==> config.mk <==
export PLATFORM = sky130hd
export DESIGN_NAME = bmp_window_renderer
export DESIGN_NICKNAME = d
export VERILOG_FILES = /design/src/rtl/vga_pkg.sv /design/src/rtl/pipe_delay.sv /design/src/rtl/bmp_window_renderer.sv
export SDC_FILE = /design/constraint.sdc
export NUM_CORES = 1
export LEC_CHECK = 0
export BUFFER_PORTS_ARGS = -buffer_cell sky130_fd_sc_hd__buf_2
export CORE_ASPECT_RATIO = 1.1
export CORE_MARGIN = 3
export CORE_UTILIZATION = 55
export CTS_CLUSTER_SIZE = 20
export DETAILED_ROUTE_END_ITERATION = 16
export MAX_ROUTING_LAYER = met4
export PLACE_DENSITY = 0.8
export SYNTH_ARGS = -nofsm -noshare
export SYNTH_HDL_FRONTEND = slang
export SYNTH_SLANG_ARGS = --single-unit
==> constraint.sdc <==
create_clock -name clk -period 8.1 [get_ports clk]
set_clock_uncertainty 0.05 [all_clocks]
set_input_delay 0 -clock clk [delete_from_list [all_inputs] [get_ports clk]]
set_output_delay 0 -clock clk [all_outputs]
set_load 0.03 [all_outputs]
==> src/rtl/vga_pkg.sv <==
// Shared VGA definitions: active raster size, 12-bit colour layout, sideband bundle.
package vga_pkg;

  localparam int H_ACTIVE = 640;
  localparam int V_ACTIVE = 480;

  // Packed {blue, green, red}, 4 bits each.
  typedef logic [11:0] color_t;

  localparam int RED_LSB   = 0;
  localparam int GREEN_LSB = 4;
  localparam int BLUE_LSB  = 8;

  localparam color_t BLACK = 12'h000;

  // Raster sideband carried alongside the pixel through the pipeline.
  typedef struct packed {
    logic hsync;
    logic vsync;
    logic video_on;
    logic in_win;
  } side_t;

  // Idle sideband: syncs inactive (high), no video, outside window.
  localparam side_t SIDE_IDLE = '{hsync: 1'b1, vsync: 1'b1, video_on: 1'b0, in_win: 1'b0};

endpackage

==> src/rtl/pipe_delay.sv <==
// Tick-enabled shift register of configurable width and depth, async clear to RST_VAL.
module pipe_delay #(
  parameter int             W       = 1,
  parameter int             DEPTH   = 1,
  parameter logic [W-1:0]   RST_VAL = '0
) (
  input  logic         clk,
  input  logic         clr,
  input  logic         en_i,
  input  logic [W-1:0] d_i,
  output logic [W-1:0] q_o
);

  logic [W-1:0] stage_q [DEPTH];

  // Shift one place per enabled tick; clear every stage on reset.
  always_ff @(posedge clk or negedge clr) begin
    if (!clr) begin
      for (int i = 0; i < DEPTH; i++) stage_q[i] <= RST_VAL;
    end else if (en_i) begin
      stage_q[0] <= d_i;
      for (int i = 1; i < DEPTH; i++) stage_q[i] <= stage_q[i-1];
    end
  end

  assign q_o = stage_q[DEPTH-1];

endmodule

==> src/rtl/bmp_window_renderer.sv <==
// Bitmap window renderer: raster position -> ROM address with wrapped vertical
// scroll, sideband delayed to match ROM latency, registered RGB/sync outputs.
module bmp_window_renderer
  import vga_pkg::*;
#(
  parameter int          WIN_X    = 0,
  parameter int          WIN_Y    = 84,
  parameter int          IMG_W    = 640,
  parameter int          IMG_H    = 361,
  parameter int          ADDR_W   = 19,
  parameter int          ROM_LAT  = 1,
  parameter logic [11:0] BG_COLOR = 12'h000
) (
  input  logic              clk,
  input  logic              clr,
  input  logic              pix_tick,
  input  logic [9:0]        pixel_x,
  input  logic [9:0]        pixel_y,
  input  logic              video_on_in,
  input  logic              hsync_in,
  input  logic              vsync_in,
  input  logic [9:0]        scroll_y,
  output logic [ADDR_W-1:0] rom_addr,
  input  logic [11:0]       rom_data,
  output logic              hsync,
  output logic              vsync,
  output logic [3:0]        red,
  output logic [3:0]        green,
  output logic [3:0]        blue
);

  // Window limits clipped to the visible raster so hidden pixels are never addressed.
  localparam int X_LAST = ((WIN_X + IMG_W) < H_ACTIVE) ? (WIN_X + IMG_W - 1) : (H_ACTIVE - 1);
  localparam int Y_LAST = ((WIN_Y + IMG_H) < V_ACTIVE) ? (WIN_Y + IMG_H - 1) : (V_ACTIVE - 1);

  localparam logic [9:0]        WIN_X10 = 10'(WIN_X);
  localparam logic [9:0]        WIN_Y10 = 10'(WIN_Y);
  localparam logic [9:0]        IMG_H10 = 10'(IMG_H);
  localparam logic [ADDR_W-1:0] IMG_W_A = ADDR_W'(IMG_W);

  logic [9:0]        scroll_lat_q;
  logic [ADDR_W-1:0] rom_addr_q, rom_addr_d;
  side_t             side_a_q, side_a_d, side_l;
  logic [3:0]        side_l_raw;
  color_t            rgb_q, rgb_d;
  logic              hsync_q, vsync_q;

  int         px, py;
  logic       in_win;
  logic [9:0] x_off, y_off, row_sum, row;

  assign px = int'(pixel_x);
  assign py = int'(pixel_y);

  // Window membership and wrapped image row for the current raster position.
  always_comb begin
    in_win  = (px >= WIN_X) && (px <= X_LAST) && (py >= WIN_Y) && (py <= Y_LAST);
    x_off   = pixel_x - WIN_X10;
    y_off   = pixel_y - WIN_Y10;
    row_sum = y_off + scroll_lat_q;
    row     = (row_sum >= IMG_H10) ? (row_sum - IMG_H10) : row_sum;
    rom_addr_d = in_win ? (ADDR_W'(row) * IMG_W_A + ADDR_W'(x_off)) : '0;
    side_a_d   = '{hsync: hsync_in, vsync: vsync_in, video_on: video_on_in, in_win: in_win};
  end

  // Latch scroll at frame start only; out-of-range requests fall back to no scroll.
  always_ff @(posedge clk or negedge clr) begin
    if (!clr) begin
      scroll_lat_q <= '0;
    end else if (pix_tick && (pixel_x == 10'd0) && (pixel_y == 10'd0)) begin
      scroll_lat_q <= (scroll_y >= IMG_H10) ? 10'd0 : scroll_y;
    end
  end

  // Stage A: launch ROM address and capture the matching sideband.
  always_ff @(posedge clk or negedge clr) begin
    if (!clr) begin
      rom_addr_q <= '0;
      side_a_q   <= SIDE_IDLE;
    end else if (pix_tick) begin
      rom_addr_q <= rom_addr_d;
      side_a_q   <= side_a_d;
    end
  end

  pipe_delay #(
    .W       (4),
    .DEPTH   (ROM_LAT),
    .RST_VAL (SIDE_IDLE)
  ) u_side_dly (
    .clk  (clk),
    .clr  (clr),
    .en_i (pix_tick),
    .d_i  (side_a_q),
    .q_o  (side_l_raw)
  );

  assign side_l = side_t'(side_l_raw);

  // Colour select for the pixel whose ROM word is arriving now.
  always_comb begin
    rgb_d = BLACK;
    if (side_l.video_on) rgb_d = side_l.in_win ? color_t'(rom_data) : color_t'(BG_COLOR);
  end

  // Output stage: register colour and syncs together so they stay aligned.
  always_ff @(posedge clk or negedge clr) begin
    if (!clr) begin
      rgb_q   <= BLACK;
      hsync_q <= 1'b1;
      vsync_q <= 1'b1;
    end else if (pix_tick) begin
      rgb_q   <= rgb_d;
      hsync_q <= side_l.hsync;
      vsync_q <= side_l.vsync;
    end
  end

  assign rom_addr = rom_addr_q;
  assign hsync    = hsync_q;
  assign vsync    = vsync_q;
  assign red      = rgb_q[RED_LSB   +: 4];
  assign green    = rgb_q[GREEN_LSB +: 4];
  assign blue     = rgb_q[BLUE_LSB  +: 4];

endmodule

==> impl_metrics.json <==
{
  "grt_overflow_total": 0,
  "worst_skew_pair.late_latency_ns": 0.30,
  "synth_cell_type_count": 66,
  "grt_pass1_vias": 3663,
  "yosysTopAreaCell": "dfrtp_1",
  "portBuffers": 80,
  "setup-tns-final_ns": 0,
  "final_nets": 639,
  "cts_tree": "yes",
  "crit_path_start": "scroll_lat_q[1]",
  "drive_above_1_share_pct": 21.4,
  "cts_buffers": 5,
  "cts_max_path_buffers": 2,
  "routabilityCongestion": 0.908,
  "r2r_slack_ns": 1.67,
  "setup_viol": 0,
  "r2r-end": "rom_addr[18]",
  "outcome": "completed",
  "worstMarginPinSlew_ns": 1.03,
  "routed_wl_mm": 9.42,
  "die_area_mm2": 0.00801,
  "synth_ff_type": "dfrtp_1",
  "std_cell_rows": 31,
  "routedWlPerCell_um": 14.8,
  "grt_setup_unrepaired": "no",
  "diodes": 0,
  "async_flop_share_pct": 100,
  "dr.pass1.iters": 5,
  "remaining_drc_errors": 0,
  "dpl.hpwl_mm": 6.69,
  "final_cell_mix": "80 x buf_2, 62 x inv_1, 52 x nand2_1",
  "slew_headroom_pct": 31.2,
  "area_delta_synth_final_pct": 23.6,
  "critPathRequiredTime_ns": 8.22,
  "reg2reg_depth": 20,
  "crit_chain": "ha_1 -> ha_1 -> fa_1 -> a211oi_1 -> nor2_1 -> xor2_1 -> a41o_1 -> a21o_4 -> nand2_1 -> xnor2_1 -> ha_1 -> ha_1 -> fa_1 -> nand3_1 -> a21oi_1 -> or4b_2 -> nor4bb_1 -> nor4b_1 -> or2_2 -> o221ai_1",
  "slowest_stage": "xor2_1",
  "syn_area_mm2": 0.00383,
  "hold_viol_final": 0,
  "core_mm2": 0.00667,
  "final_max_slew_viol_count": 0,
  "synth_nets": 531,
  "startpoint_type": "flip-flop",
  "drt_iter0_drc": 229,
  "antenna_found_initial": 0,
  "avgSynthCellArea_um2": 8.60,
  "ys_ff_latch": 51,
  "r2r_start": "scroll_lat_q[1]",
  "grt_start_max_net_pins": 52,
  "max_freq_ghz": 0.155,
  "via_per_inst": 5.68,
  "io_pins": 81,
  "irDropWorstVdd_uv": 131,
  "synth_edf_count": 0,
  "cp_max_fo": 15,
  "crit_top_cell": "ha_1",
  "root_buffer": "clkbuf_8",
  "p_per_area_mw_per_mm2": 192,
  "drv_cap": 0,
  "path_class": "reg2reg",
  "yosysSeqAreaShare_pct": 33.5,
  "cts_max_level": 2,
  "grt_pass1_wl_mm": 15.9,
  "worst_hold_slack_ns": 0.0302,
  "chipHeight_um": 93.6,
  "antenna_left": 0,
  "synthCells": 446,
  "hold_class": "in2reg",
  "min_period_ns": 6.43,
  "crit_end": "rom_addr[18]",
  "endpoint_kind": "flip-flop",
  "synth_top_area_share_pct": 29.4,
  "via_count": 3621,
  "crit_path_max_incr_delay_ns": 0.81,
  "layout_commonest_cell": "buf_2",
  "grt_usage_pct": 25.0,
  "cp_data_arrival_time_ns": 6.56,
  "dieWidth_um": 85.6,
  "clk_pin_slew_ns": 0.10,
  "yosysWarnings": 0,
  "initial_core_util_pct": 57.5,
  "min_period_over_period_pct": 79.4,
  "clock-sinks": 51,
  "synth_area_leaders": "dfrtp_1 29%, ha_1 11%, inv_1 6.1%",
  "fillerInstances": 478,
  "leakagePower_nw": 2.30
}
[cells in the mapped netlist, drive strengths merged (6+ instances only)]
cell and instances:
nor2 12, nand3 10, a211oi 6, mux2 9, ha 34, nor3 7
a21o 6, inv 62, o22ai 17, o21ai 41, dfrtp 45, xor2 13
clkbuf 11, xnor2 12, and2 7, nor4 6, a21oi 16, and3 8
nand2 52, dfstp 6
[metal layers]
layer / part of all wire [%] / up-vias / track usage [%]
li1: - / 1790 / -
met1: 42 / 1652 / 29.3
met2: 50 / 149 / 42.0
met3: 4.7 / 30 / 3.79
met4: 3.5 / 0 / 11.9
met5: 0 / - / -
[worst min path at each step]
stage	from	endpoint	depth (start not counted)
3_3_place_gp	clr	rom_addr[15]	2
5_1_grt	pixel_x[7]	rom_addr[7]	4
2_1_floorplan	clr	rgb_q[0]	0
4_1_cts	pixel_x[7]	rom_addr[7]	4
6_report	pixel_x[7]	rom_addr[7]	4
3_5_place_dp	clr	rom_addr[17]	2
[stage by stage]
| step | total power (W) | setup WS, ns | instances | cell area, µm² | utilization, % |
|---|---|---|---|---|---|
| 4_1_cts | 0.000907 | 1.69 | 637 | 4740 | 71.0 |
| 3_3_place_gp | 0.000700 | 2.02 | 597 | 4300 | 64.5 |
| 5_1_grt | 0.000972 | 1.21 | 637 | 4740 | 71.0 |
| 3_5_place_dp | 0.000710 | 1.72 | 597 | 4300 | 64.5 |
| 6_report | 0.000909 | 1.67 | 637 | 4740 | 71.0 |
| 2_1_floorplan | 0.000612 | 2.58 | 446 | 3830 | - |
[area by class of cell]
class | count | area, µm² | area share [%]
Inverter | 62 | 233 | 4.91
Sequential cell | 51 | 1280 | 27.1
Multi-Input combinational cell | 320 | 2270 | 47.9
Clock inverter | 3 | 47.5 | 1.00
Clock buffer | 5 | 68.8 | 1.45
Timing Repair Buffer | 114 | 736 | 15.5
Tap cell | 82 | 103 | 2.16
[cells by family (layout without fill, tap and decap cells)]
kind of cell / count (synthesis) / in the layout / synth area share [%]
adder cells (fa/ha/maj): 37 / 37 / 12.7
multiplexers: 12 / 12 / 3.43
AND/OR/NAND/NOR: 129 / 129 / 17.2
AO/OA/AOI/OAI: 117 / 117 / 20.2
buffers and inverters: 75 / 184 / 7.37
XOR/XNOR: 25 / 25 / 5.71
flip-flops: 51 / 51 / 33.5
[power by group]
| group | switching, W | internal, W |
|---|---|---|
| combinational | 0.000256 | 0.000174 |
| sequential | 0.0000123 | 0.000282 |
| clock | 0.0000911 | 0.0000938 |
[registers in the layout, summed over array words and instances, names as in the netlist]
signal,count
u_side_dly.q_o,4
rgb_q,12
hsync,1
scroll_lat_q,10
rom_addr,19
side_a_q,4
vsync,1
[what timing repair did]
item / 4_1_cts / 5_1_grt
hold endpoints to repair: 76 / 0
gates resized for setup: 0 / 0
hold buffers: 32 / 0
setup buffers: 0 / 0
[critical path: cells and delay by family, from the launching register on]
family                     cells  cell delay, ns
AOI/OAI and AO/OA              5            1.16
xor gates and xnor gates       2            1.03
adders and majority gates      6            1.91
DFF                            1            0.40
and+or+nand+nor                7            1.75
Power figures use the tool's default switching activity.
